File: config.mk
export PLATFORM = sky130hd
export DESIGN_NAME = reset_sequencer_flat
export DESIGN_NICKNAME = d
export VERILOG_FILES = /design/src/rtl/reset_sequencer_if.sv /design/src/rtl/reset_sequencer.sv /design/src/flat_wrapper.sv
export SDC_FILE = /design/constraint.sdc
export NUM_CORES = 1
export LEC_CHECK = 0
export CORE_MARGIN = 3
export CORE_UTILIZATION = 55
export DETAILED_ROUTE_END_ITERATION = 8
export HOLD_SLACK_MARGIN = 0.08
export PLACE_DENSITY = 0.8
export SYNTH_ARGS = -nofsm -noshare
export SYNTH_HDL_FRONTEND = slang
export SYNTH_SLANG_ARGS = --single-unit
File: constraint.sdc
create_clock -name clk -period 2.2 [get_ports clk]
set_input_delay 0.44 -clock clk [delete_from_list [all_inputs] [get_ports clk]]
set_output_delay 0.44 -clock clk [all_outputs]
set_load 0.03 [all_outputs]
File: src/rtl/reset_sequencer_if.sv
// Control and status bundle of the reset sequencer: software reset handshake
// plus the sequenced reset outputs and status flags.
interface reset_sequencer_if #(
  parameter int NUM_OUT = 4
);
  logic               sw_rst_req;
  logic [NUM_OUT-1:0] rst_n_out;
  logic               rst_done;
  logic               busy;
  logic               sw_rst_ack;

  modport master (
    output sw_rst_req,
    input  rst_n_out, rst_done, busy, sw_rst_ack
  );

  modport slave (
    input  sw_rst_req,
    output rst_n_out, rst_done, busy, sw_rst_ack
  );
endinterface

File: src/rtl/reset_sequencer.sv
// Root reset generator for one clock domain: async assert, synchronised
// deassert, minimum hold, then staggered release of NUM_OUT resets.
module reset_sequencer #(
  parameter int SYNC_STAGES       = 2,
  parameter int NUM_OUT           = 4,
  parameter int MIN_ASSERT_CYCLES = 8,
  parameter int STAGGER_CYCLES    = 16
) (
  input  logic             clk,
  input  logic             rst_n_in,
  reset_sequencer_if.slave bus
);

  localparam int MAX_MT = (MIN_ASSERT_CYCLES > STAGGER_CYCLES) ? MIN_ASSERT_CYCLES
                                                               : STAGGER_CYCLES;
  localparam int CNT_W  = $clog2(MAX_MT) + 1;
  localparam int IDX_W  = (NUM_OUT > 1) ? $clog2(NUM_OUT) : 1;

  localparam logic [CNT_W-1:0]   M_LAST   = CNT_W'(MIN_ASSERT_CYCLES - 1);
  localparam logic [CNT_W-1:0]   T_LAST   = CNT_W'(STAGGER_CYCLES - 1);
  localparam logic [IDX_W-1:0]   LAST_IDX = IDX_W'(NUM_OUT - 1);
  localparam logic [NUM_OUT-1:0] BIT0     = NUM_OUT'(1);

  if (SYNC_STAGES < 2) begin : g_bad_sync
    $error("reset_sequencer: SYNC_STAGES must be at least 2");
  end
  if (NUM_OUT < 1 || MIN_ASSERT_CYCLES < 1 || STAGGER_CYCLES < 1) begin : g_bad_cfg
    $error("reset_sequencer: NUM_OUT, MIN_ASSERT_CYCLES and STAGGER_CYCLES must be >= 1");
  end

  typedef enum logic [1:0] {
    ST_RESET,
    ST_HOLD,
    ST_RELEASE,
    ST_RUN
  } state_t;

  logic [SYNC_STAGES-1:0] r_sync;
  state_t                 r_state,     w_state_nxt;
  logic [CNT_W-1:0]       r_cnt,       w_cnt_nxt;
  logic [IDX_W-1:0]       r_idx,       w_idx_nxt;
  logic [NUM_OUT-1:0]     r_rst_n_out, w_rst_n_nxt;
  logic                   r_rst_done,  w_done_nxt;
  logic                   r_busy;
  logic                   r_ack,       w_ack_nxt;
  logic                   w_sync_ok;

  assign w_sync_ok = r_sync[SYNC_STAGES-1];

  // NOTE: every flop, including the sync chain, clears on the async reset and
  // is updated with non-blocking assignments so all state moves on one edge.
  always_ff @(posedge clk or negedge rst_n_in) begin
    if (!rst_n_in) begin
      r_sync      <= '0;
      r_state     <= ST_RESET;
      r_cnt       <= '0;
      r_idx       <= '0;
      r_rst_n_out <= '0;
      r_rst_done  <= 1'b0;
      r_busy      <= 1'b1;
      r_ack       <= 1'b0;
    end else begin
      r_sync      <= {r_sync[SYNC_STAGES-2:0], 1'b1};
      r_state     <= w_state_nxt;
      r_cnt       <= w_cnt_nxt;
      r_idx       <= w_idx_nxt;
      r_rst_n_out <= w_rst_n_nxt;
      r_rst_done  <= w_done_nxt;
      r_busy      <= (w_state_nxt != ST_RUN);
      r_ack       <= w_ack_nxt;
    end
  end

  // NOTE: all next-state values take a default first so no path infers a latch.
  always_comb begin
    w_state_nxt = r_state;
    w_cnt_nxt   = r_cnt;
    w_idx_nxt   = r_idx;
    w_rst_n_nxt = r_rst_n_out;
    w_done_nxt  = r_rst_done;
    w_ack_nxt   = 1'b0;

    unique case (r_state)
      ST_RESET: begin
        if (w_sync_ok) begin
          w_state_nxt = ST_HOLD;
          w_cnt_nxt   = '0;
        end
      end

      ST_HOLD: begin
        if (r_cnt == M_LAST) begin
          w_rst_n_nxt = r_rst_n_out | BIT0;
          w_cnt_nxt   = '0;
          if (NUM_OUT == 1) begin
            w_state_nxt = ST_RUN;
            w_done_nxt  = 1'b1;
          end else begin
            w_state_nxt = ST_RELEASE;
            w_idx_nxt   = IDX_W'(1);
          end
        end else begin
          w_cnt_nxt = r_cnt + CNT_W'(1);
        end
      end

      ST_RELEASE: begin
        if (r_cnt == T_LAST) begin
          w_rst_n_nxt = r_rst_n_out | (BIT0 << r_idx);
          w_cnt_nxt   = '0;
          w_idx_nxt   = r_idx + IDX_W'(1);
          if (r_idx == LAST_IDX) begin
            w_state_nxt = ST_RUN;
            w_done_nxt  = 1'b1;
          end
        end else begin
          w_cnt_nxt = r_cnt + CNT_W'(1);
        end
      end

      ST_RUN: begin
        // A request sampled on the edge that enters RUN is seen only here, one edge later.
        if (bus.sw_rst_req) begin
          w_state_nxt = ST_HOLD;
          w_cnt_nxt   = '0;
          w_idx_nxt   = '0;
          w_rst_n_nxt = '0;
          w_done_nxt  = 1'b0;
          w_ack_nxt   = 1'b1;
        end
      end

      default: w_state_nxt = ST_RESET;
    endcase
  end

  assign bus.rst_n_out  = r_rst_n_out;
  assign bus.rst_done   = r_rst_done;
  assign bus.busy       = r_busy;
  assign bus.sw_rst_ack = r_ack;

endmodule

File: src/flat_wrapper.sv
// flat-port wrapper written by rule: the top's interface ports become plain ports
module reset_sequencer_flat 
#(
  parameter int SYNC_STAGES       = 2,
  parameter int NUM_OUT           = 4,
  parameter int MIN_ASSERT_CYCLES = 8,
  parameter int STAGGER_CYCLES    = 16
)
  (clk, rst_n_in, bus_sw_rst_req, bus_rst_n_out, bus_rst_done, bus_busy, bus_sw_rst_ack);
  reset_sequencer_if #(.NUM_OUT(NUM_OUT)) bus_i ();
  input  logic clk;
  input  logic rst_n_in;
  input wire logic [$bits(bus_i.sw_rst_req)-1:0] bus_sw_rst_req;
  output wire logic [$bits(bus_i.rst_n_out)-1:0] bus_rst_n_out;
  output wire logic [$bits(bus_i.rst_done)-1:0] bus_rst_done;
  output wire logic [$bits(bus_i.busy)-1:0] bus_busy;
  output wire logic [$bits(bus_i.sw_rst_ack)-1:0] bus_sw_rst_ack;
  assign bus_i.sw_rst_req = bus_sw_rst_req;
  assign bus_rst_n_out = bus_i.rst_n_out;
  assign bus_rst_done = bus_i.rst_done;
  assign bus_busy = bus_i.busy;
  assign bus_sw_rst_ack = bus_i.sw_rst_ack;
  reset_sequencer #(.SYNC_STAGES(SYNC_STAGES), .NUM_OUT(NUM_OUT), .MIN_ASSERT_CYCLES(MIN_ASSERT_CYCLES), .STAGGER_CYCLES(STAGGER_CYCLES)) u_core (.clk(clk), .rst_n_in(rst_n_in), .bus(bus_i));
endmodule
# After elaboration in Yosys (flattened, before gate mapping)
# Index checks and enable logic that the tools add are counted.
# Widths: inputs -> output; s select.
[op_classes] add_sub_neg=2 n_eq_ne=12 shift=1 mux=25 n_bitwise=2 reduce_logical=7
[op_table] cell="$mux 5" n=4
[op_table] cell="$pmux 5 s4" n=1
[op_table] cell="$mux 2" n=8
[op_table] cell="$pmux 4 s3" n=1
[op_table] cell="$reduce_and 4->1" n=3
[op_table] cell="$mux 4" n=2
[op_table] cell="$ne 2x1->1 const B" n=4
[op_table] cell="$pmux 2 s4" n=1
[op_table] cell="$eq 2x2->1 const B" n=3
[op_table] cell="$mux 1" n=6
[op_table] cell="$pmux 2 s3" n=1
[op_table] cell="$add 5x1->5 const B" n=1
[op_table] cell="$eq 5x3->1 const B" n=1
[op_table] cell="$eq 5x4->1 const B" n=1
[op_table] cell="$ne 2x2->1 const B" n=2
[op_table] cell="$or 4x4->4" n=1
[op_table] cell="$shl 1x2->4 const A" n=1
[op_table] cell="$reduce_bool 3->1" n=1
[op_table] cell="$add 2x1->2 const B" n=1
[op_table] cell="$eq 2x1->1 const B" n=1
[op_table] cell="$logic_not 2->1" n=1
[op_table] cell="$pmux 1 s2" n=1
[op_table] cell="$reduce_and 2->1" n=1
[op_table] cell="$reduce_bool 2->1" n=1
[op_table] cell="$not 1->1" n=1
[totals] regBits=18 input_bits=3 out_inout_bits=7 elab_cells=58

# Logic depth before layout (Yosys ltp)
# Gate-level depths: netlist of the first run.
[depth] word_depth=5 mapped_depth=7 depth_no_buf=7

# Least setup slack after synthesis of the first run
# OpenSTA, ideal clock, no wires.
[synth_timing] kind="flip-flop to flip-flop" start="register u_core.r_cnt[0]" end="register u_core.r_cnt[3]" setup_ps=87 arrival_ps=1793 t_required_ps=2113 setup_slack_ps=320 path_stages_with_launch=8 n_path_buf=0 period_less_slack_ps=1880 path_cell_list="dfrtp_1 > ha_1 > and3_2 > ha_1 > nor2b_1 > o2bb2ai_1 > nand3_1 > o211ai_1"
[synth_via] elab_chain_len=3
[synth_rtl] element="start: declaration" line_no="reset_sequencer.sv:40" source="logic [CNT_W-1:0] r_cnt, w_cnt_nxt;"
[synth_rtl] element="start signal: assignment" line_no="reset_sequencer.sv:65" source="r_cnt <= w_cnt_nxt;"
[synth_rtl] element="$add 5x1->5, or another cell as far along" line_no="reset_sequencer.sv:103, reset_sequencer.sv:117"
[synth_rtl] element="$mux 5, on equally long branches" line_no="reset_sequencer.sv:108, reset_sequencer.sv:92"
[synth_rtl] element="$pmux 5 s4 *" line_no="reset_sequencer.sv:83" source="unique case (r_state)"
# Every way passes the cells marked *; elsewhere a longest branch is shown, timed or not.
# A chain may end at the register's enable or synchronous reset.

# Worst setup path after layout of the first run
# Ends and elaborated chain as after synthesis.

==> results.yml, run 1 <==
status:
  run_status: "finished clean"
grt:
  grt_max_degree: 19
  gr-total-overflow: 0
  grt_first_pass_wirelength_mm: 3.512
  antenna_found_initial: 0
  grt_usage: 0.1871
  grt_pass1_vias: 757
detailed_routing:
  drt_first_iter_violations: 4
  drcViolationCount: 0
  dr_wl_met3_microns: 58
  final_antenna_net_count: 0
  first_pass_iters: 4
  met1Wirelength_microns: 944
  drt_wl_total_mm: 1.887
  wire_per_inst_microns: 13.38
  met2_length_microns: 849
  top_layer_used: "met4"
  dr_total_vias: 762
  viasPerCell: 5.404
sta:
  whs_ns: 0.3625
  period_share: 0.9066
  setup_viol: 0
  relSlewSlack: 0.6524
  clock_skew_ns: 0.001256
  rsz0062_at_grt: "no"
  tightestPinTransition_ns: 0.5166
  hold_violations: 0
  clock.fmax_mhz: 501.4
  final.min_clock_period_ns: 1.995
  slew_viol_final: 0
  fin_tns_setup_ns: 0
floorplanning:
  initial_core_util: 0.5951
  fp.dieW_microns: 49.92
  num_rows: 15
  core_area_sq_um: 1783
  ioPinCount: 10
  fp.dieH_microns: 49.92
  die-area_sq_um: 2492
clocking:
  cts_buffers: 3
  cts_tree: "built"
  cts.path.max_buffers: 2
  numClockSinks: 18
  hold_buffers: 0
  path_clk_slew_ns: 0.10
  clock-root-buffer: "clkbuf_4"
  insertion_delay_ns: 0.30
  h-tree-depth: 1
pwr:
  netSwitchingFraction: 0.4375
  p_clk_frac: 0.140
  fin_total_pwr_uw: 1449
  power.density_nw_per_um2: 1186
  power_switching_uw: 633.8
  seq_power_share: 0.336
  internal_power_uw: 815.0
  leakagePower_uw: 0.0005455
  p_comb_frac: 0.524
  ir_worst_vdd_uv: 741.4
final_layout:
  drive_above_1_share: 0.1466
  multi_input_area_sq_um: 563.0
  num_antenna_cells: 0
  areaGrowthSynthToFinish_pct: 15.09
  register_area_sq_um: 451.7
  mostFrequentLayoutCell: "dfrtp_1"
  finalInstanceArea_sq_um: 1221
  fillers: 138
  mostFrequentLayoutCells: "17 x dfrtp_1, 12 x ha_1, 11 x inv_1, 10 x o21ai_0, 9 x clkdlybuf4s50_1"
  fin_nets: 132
critical_path:
  crit_path_max_fanout: 5
  required_ns: 2.42
  crit_type: "reg2reg"
  setup.reg_to_reg.worst_slack_ns: 0.21
  startpoint_type: "flop"
  r2r_cells: 7
  crit_path_end_kind: "flop"
  arrival_ns: 2.22
  r2r_end: "u_core.r_cnt[3]"
  r2r_start: "u_core.r_cnt[0]"
placed_design:
  hpwlAfterDp_mm: 1.412
  gp_congestion: 0.7440
  place_area_sq_um: 1182
  io_buffers: 9
yosys:
  yosysSeqAreaShare: 0.4257
  avgSynthCellArea_sq_um: 10.30
  synth-seq-cells: 18
  yosysTopAreaCellShare: 0.4009
  synth.cell_area_sq_um: 1061
  ys_types: 34
  muxShareOfSynthArea: 0.01887
  synthCells: 103
  yosys.area_share.simple: 0.1745
  synthXorXnorAreaFrac: 0
  synthAdderAreaFrac: 0.1415
  synth_compound_area_frac: 0.1899
  synth_top_family_by_area: "compound AO/OA/AOI/OAI gates"
  syn_nets: 118
  yosys.area.top_type: "dfrtp_1"
  yosysWarnings: 0
  synth.area.top_cells: "dfrtp_1 40%, ha_1 14%, o21ai_0 4.7%"
min_path:
  worst_hold_path_type: "reg2reg"
  min-delay-start: "u_core.r_sync[0]"
  whs_path_depth: 0
  hold_end: "u_core.r_sync[1]"
run:
  drv_cap: 0
## layout make-up
type,count,share of cell area
flip-flops and latches,18,0.3699
repair buffers,10,0.07992
multi-input cells,73,0.4611
inverters,11,0.03381
well taps,25,0.02561
clock buffers,4,0.02971
## registers in the layout, summed over array words and instances (netlist names)
name,count
u_core.r_sync,2
u_core.r_idx,2
u_core.r_cnt,5
u_core.bus.sw_rst_ack,1
u_core.bus.rst_n_out,4
u_core.r_state,2
u_core.bus.rst_done,1
u_core.bus.busy,1
## routing by layer
metal  global-route usage  up-vias
li1                     -      389
met1               0.2490      360
met3              0.05740        4
met2               0.2841        9
met5                    0        -
met4              0.06912        0
## power by group through the flow
| stage | clock, uW | combinational [uW] | sequential, uW |
|---|---|---|---|
| 3_5_place_dp | 0 | 748 | 493 |
| 5_1_grt | 227 | 846 | 498 |
| 3_3_place_gp | 0 | 733 | 489 |
| 2_1_floorplan | 0 | 471 | 568 |
| 4_1_cts | 212 | 758 | 486 |
| 6_report | 203 | 759 | 487 |
## worst max path at each step
stage | startpoint | to | slack [ns] | cells after the start
6_report | u_core.r_cnt[0] | u_core.r_cnt[3] | 0.21 | 7
5_1_grt | u_core.r_cnt[0] | u_core.r_cnt[2] | 0.03 | 7
4_1_cts | u_core.r_cnt[0] | u_core.r_cnt[3] | 0.09 | 7
3_5_place_dp | u_core.r_cnt[0] | u_core.r_cnt[3] | 0.09 | 7
3_3_place_gp | u_core.r_cnt[0] | u_core.r_cnt[2] | 0.21 | 7
2_1_floorplan | u_core.r_cnt[0] | u_core.r_cnt[3] | 0.32 | 7
## cells in the mapped netlist, drive strengths merged
cell type	number
dfrtp	17
ha	12
inv	11
o21ai	11
a21oi	7
nor2	7
nand2	6
nand3	5
a221oi	2
mux2i	2
nand2b	2
nor4	2
o2bb2ai	2
a211oi	1
a21boi	1
a31o	1
a31oi	1
and2b	1
and3	1
and4bb	1
buf	1
conb	1
dfstp	1
nand3b	1
nand4bb	1
nor2b	1
nor3	1
o211ai	1
o22ai	1
or2	1
## critical path, stage by stage (launching register included)
cell       delay, ns
dfrtp_1         0.42
ha_1            0.29
and3_2          0.26
ha_1            0.23
nor2b_2         0.25
o2bb2ai_1       0.23
nand3_1         0.12
o211ai_1        0.11
## logic make-up (layout without fill, tap and decap cells)
group | Yosys count | after routing
AND/OR/NAND/NOR | 30 | 30
flip-flops | 18 | 18
adder cells (fa/ha/maj) | 12 | 12
multiplexers | 2 | 2
AO/OA/AOI/OAI | 28 | 28
other | 1 | 1
buffers and inverters | 12 | 25
## what timing repair did
action,4_1_cts,5_1_grt
hold endpoints to repair,0,0
setup endpoints to repair,0,5
gates resized for setup,0,1
setup buffers,0,0
## stage by stage
step	worst slack, ns	instances	util
global placement	0.2076	137	0.6632
finish	0.2054	141	0.6849
global route	0.02962	141	0.6849
floorplan	0.3200	103	-
CTS	0.09334	141	0.6835
detailed placement	0.09136	137	0.6632
(Power assumes the default switching activity.)
==> run 2: changes to the inputs <==
- CORE_UTILIZATION: 55 -> 58
- DONT_BUFFER_PORTS: not set -> 1
- GPL_TIMING_DRIVEN: not set -> 0
- PLACE_DENSITY: 0.8 -> 0.77
- SKIP_LAST_GASP: not set -> 1
==> run 2 against run 1 <==
Compared with the run above: sequential share of layout area rose by 2.6 points; first-iteration DRC count rose to 3.5 times the previous value; total power fell by 5.4%; flip-flop and latch count did not move; via count fell by 3.3%; maximum frequency rose by 0.78%; count of clock-buffer cells in the layout did not move; global-route usage barely moved; routed wire length rose by 1.7%; core utilization rose by 2.2 points; final cell count fell by 6.4%.
==> results.yml, run 2 (same netlist as run 1, synthesis figures left out) <==
critical_path:
  crit_path_max_fanout: 5
  cp-endpoint: "u_core.r_cnt[3]"
  r2r_cells: 7
  setup.reg_to_reg.worst_slack_ns: 0.22
  crit_path_end_kind: "flop"
  arrival_ns: 2.21
  r2r_end: "u_core.r_cnt[3]"
  startpoint_type: "flop"
  cp-startpoint: "u_core.r_cnt[0]"
  crit_type: "reg2reg"
  required_ns: 2.43
  r2r_start: "u_core.r_cnt[0]"
floorplanning:
  core_area_sq_um: 1612
  fp.dieW_microns: 48.77
  num_rows: 14
  fp.dieH_microns: 48.77
  ioPinCount: 10
  initial_core_util: 0.6584
  die-area_sq_um: 2379
pwr:
  leakagePower_uw: 0.0005150
  internal_power_uw: 746.3
  seq_power_share: 0.423
  p_comb_frac: 0.426
  p_clk_frac: 0.151
  ir_worst_vdd_uv: 982.1
  power_switching_uw: 623.6
  power.density_nw_per_um2: 1202
  netSwitchingFraction: 0.4552
run:
  drv_cap: 0
sta:
  hold_violations: 0
  fin_tns_setup_ns: 0
  setup_slack_ns: 0.2207
  tightestPinTransition_ns: 0.8092
  final.min_clock_period_ns: 1.979
  period_share: 0.8997
  rsz0062_at_grt: "no"
  slew_viol_final: 0
  clock.fmax_mhz: 505.2
  clock_skew_ns: 0.01120
  relSlewSlack: 0.4588
  setup_viol: 0
detailed_routing:
  viasPerCell: 5.583
  met1Wirelength_microns: 902
  dr_total_vias: 737
  first_pass_iters: 4
  drcViolationCount: 0
  wire_per_inst_microns: 14.54
  top_layer_used: "met4"
  dr_wl_met3_microns: 108
  final_antenna_net_count: 0
  drt_first_iter_violations: 14
  met2_length_microns: 879
  drt_wl_total_mm: 1.919
clocking:
  cts.path.max_buffers: 2
  insertion_delay_ns: 0.30
  cts_buffers: 3
  path_clk_slew_ns: 0.11
  numClockSinks: 18
  cts_tree: "built"
  clock-root-buffer: "clkbuf_4"
  post_cts_buffers: 0
  h-tree-depth: 1
grt:
  grt_first_pass_wirelength_mm: 3.429
  gr-total-overflow: 0
  antenna_found_initial: 0
  grt_usage: 0.1873
  grt_pass1_vias: 779
  grt_max_degree: 19
final_layout:
  drive_above_1_share: 0.1574
  mostFrequentLayoutCell: "dfrtp_1"
  largest_reg_flops: 5
  largest_register: "u_core.r_cnt"
  areaGrowthSynthToFinish_pct: 7.429
  fin_nets: 124
  mostFrequentLayoutCells: "17 x dfrtp_1, 12 x ha_1, 11 x inv_1, 10 x o21ai_0, 7 x nor2_1"
  num_antenna_cells: 0
placed_design:
  io_buffers: 0
  hpwlAfterDp_mm: 1.450
  dpl_worst_slack_ns: 0.1104
  gp_congestion: 0.7572
status:
  run_status: "finished clean"
min_path:
  worst_hold_path_type: "in2reg"
run 2: power groups by stage:
stage / Sequential (uW) / Clock [uW] / Combinational [uW]
finish: 580 / 207 / 584
global route: 591 / 232 / 673
global placement: 581 / 0 / 551
CTS: 580 / 211 / 585
detailed placement: 586 / 0 / 574
floorplan: 568 / 0 / 471
run 2: final cells by class:
type                            instances  area (sq um)
Timing Repair Buffer                    1         10.01
Tap cell                               24         30.03
Multi-Input combinational cell         73         563.0
Clock buffer                            4         36.28
Buffer                                  1         7.507
Inverter                               11         41.29
Sequential cell                        18         451.7
Fill cell                             133         471.7
run 2: per-layer routing:
layer | up-vias | track usage
li1 | 368 | -
met1 | 343 | 0.2396
met2 | 22 | 0.3009
met3 | 4 | 0.05199
met4 | 0 | 0.07109
met5 | - | 0
run 2: worst min path at each step:
stage	startpoint	endpoint	slack, ns	depth (start not counted)
finish	bus_sw_rst_req	u_core.bus.sw_rst_ack	0.33	2
global route	bus_sw_rst_req	u_core.bus.rst_done	0.33	3
CTS	bus_sw_rst_req	u_core.bus.sw_rst_ack	0.33	2
detailed placement	rst_n_in	u_core.r_cnt[3]	0.14	0
global placement	rst_n_in	u_core.r_cnt[2]	0.14	0
floorplan	rst_n_in	u_core.bus.rst_done	0.14	0
run 2: timing repair:
action                                  CTS  global route
resized for setup                         0             1
hold buffers                              1             0
endpoints found under the setup margin    0             4
endpoints found under the hold margin    18             0
run 2: per-stage QoR:
stage | instance area [sq um] | total power, uW | hold WS, ns | std cells | util
floorplan | 1061 | 1039 | 0.1444 | 103 | -
global placement | 1091 | 1132 | 0.1448 | 127 | 0.6770
detailed placement | 1091 | 1160 | 0.1448 | 127 | 0.6770
CTS | 1137 | 1376 | 0.3315 | 132 | 0.7057
global route | 1140 | 1495 | 0.3299 | 132 | 0.7073
finish | 1140 | 1370 | 0.3325 | 132 | 0.7073
run 2: worst max-delay path, stage by stage, from the launching register on:
cell and delay [ns]:
dfrtp_1 0.41, ha_1 0.29, and3_2 0.25, ha_1 0.24, nor2b_2 0.26, o2bb2ai_1 0.23
nand3_1 0.11, o211ai_1 0.11
==> run 3: changes to the inputs <==
- SETUP_SLACK_MARGIN: not set -> 0.4
==> run 3 against run 2 <==
Compared with the run above: register-to-register slack better by 0.18 ns; largest cell class unchanged; total power up 10%; clock skew down 0.0028 ns; die area unchanged; via count up 8.5%; worst setup slack better by 0.18 ns.
==> results.yml, run 3 (same netlist as run 1, synthesis figures left out) <==
status:
  run_status: "finished clean"
detailed_routing:
  viasPerCell: 5.970
  final_antenna_net_count: 0
  drcViolationCount: 0
  first_pass_iters: 5
  dr_total_vias: 800
  wire_per_inst_microns: 15.34
  drt_first_iter_violations: 18
  drt_wl_total_mm: 2.056
grt:
  grt_max_degree: 19
  grt_usage: 0.1920
  antenna_found_initial: 0
  gr-total-overflow: 0
  grt_first_pass_wirelength_mm: 3.567
  grt_pass1_vias: 797
critical_path:
  required_ns: 2.34
  arrival_ns: 1.94
  crit_path_max_fanout: 6
  crit_type: "reg2reg"
  startpoint_type: "flop"
  crit_path_end_kind: "flop"
sta:
  relSlewSlack: 0.4708
  clock_skew_ns: 0.008442
  hold_violations: 0
  setup_viol: 0
  clock.fmax_mhz: 555.5
  period_share: 0.8183
  fin_tns_setup_ns: 0
  slew_viol_final: 0
  final.min_clock_period_ns: 1.800
  tightestPinTransition_ns: 0.7912
  rsz0062_at_grt: "yes"
clocking:
  cts.path.max_buffers: 2
  insertion_delay_ns: 0.29
  path_clk_slew_ns: 0.10
  h-tree-depth: 1
  numClockSinks: 18
  cts_tree: "built"
  cts_buffers: 3
  clock-root-buffer: "clkbuf_4"
final_layout:
  finalNonFillerCells: 134
  largest_register: "u_core.r_cnt"
  mostFrequentLayoutCell: "dfrtp_1"
  drive_above_1_share: 0.2636
  fin_nets: 126
  areaGrowthSynthToFinish_pct: 16.86
  mostFrequentLayoutCells: "16 x dfrtp_1, 11 x inv_1, 9 x o21ai_0, 8 x ha_1"
  num_antenna_cells: 0
  largest_reg_flops: 5
pwr:
  leakagePower_uw: 0.0005327
  ir_worst_vdd_uv: 792.8
  p_comb_frac: 0.475
  seq_power_share: 0.394
  internal_power_uw: 814.6
  netSwitchingFraction: 0.4605
  power_switching_uw: 695.3
  power.density_nw_per_um2: 1218
  p_clk_frac: 0.131
  fin_total_pwr_uw: 1510
placed_design:
  gp_congestion: 0.7558
  hpwlAfterDp_mm: 1.456
  io_buffers: 0
  dp_cells: 127
floorplanning:
  num_rows: 14
  core_area_sq_um: 1612
  die-area_sq_um: 2379
  fp.dieW_microns: 48.77
  fp.dieH_microns: 48.77
  ioPinCount: 10
  initial_core_util: 0.6584
min_path:
  worst_hold_path_type: "in2reg"
run:
  drv_cap: 0
-- run 3: path summary, 6_finish.rpt --
kind	start	cells after the start	endpoint	slack, ns
max in group asynchronous	rst_n_in	1	u_core.r_state[0]	0.99
min	bus_sw_rst_req	2	u_core.bus.sw_rst_ack	0.34
max reg2reg	u_core.r_state[0]	4	u_core.r_state[1]	0.40
max	u_core.r_state[0]	4	u_core.r_state[1]	0.40
min in group asynchronous	rst_n_in	1	u_core.r_cnt[2]	0.66
min reg2reg	u_core.r_sync[0]	0	u_core.r_sync[1]	0.37
-- run 3: metal layers --
layer | track usage | vias up | wire length, microns
met1 | 0.2318 | 391 | 902
met3 | 0.06116 | 7 | 122
met2 | 0.3281 | 22 | 1006
met4 | 0.05213 | 0 | 24
met5 | 0 | - | 0
li1 | - | 380 | -
-- run 3: layout make-up --
cell class | instances | area (sq um)
multi-input cells | 73 | 646.9
flip-flops and latches | 18 | 452.9
fillers | 111 | 371.6
inverters | 11 | 41.29
clock buffers | 4 | 36.28
well taps | 24 | 30.03
repair buffers | 3 | 25.02
plain buffers | 1 | 7.507
-- run 3: critical path, stage by stage, from the launching register on --
cell	delay, ns
dfrtp_2	0.46
ha_1	0.31
and2b_1	0.30
a221oi_1	0.38
o22ai_1	0.19
-- run 3: timing repair --
action                     in CTS  in global routing
hold endpoints to repair       18                  0
gates resized for setup         3                 13
setup endpoints to repair       6                 10
pin swaps                       0                  2
setup buffers                   2                  0
hold buffers                    1                  0
-- run 3: power groups by stage --
stage	clock (uW)	sequential [uW]	combinational, uW
2_1_floorplan	0	568	473
3_3_place_gp	0	581	553
3_5_place_dp	0	591	576
4_1_cts	208	581	621
5_1_grt	219	611	801
6_report	198	595	717
-- run 3: stage by stage --
step	cell area, sq um	worst slack [ns]	hold WS, ns	utilization
2_1_floorplan	1066	0.4305	0.1444	-
3_3_place_gp	1096	0.3253	0.1448	0.6801
4_1_cts	1170	0.4012	0.3340	0.7259
5_1_grt	1240	0.2922	0.3291	0.7694
3_5_place_dp	1096	0.3251	0.1448	0.6801
6_report	1240	0.3997	0.3424	0.7694
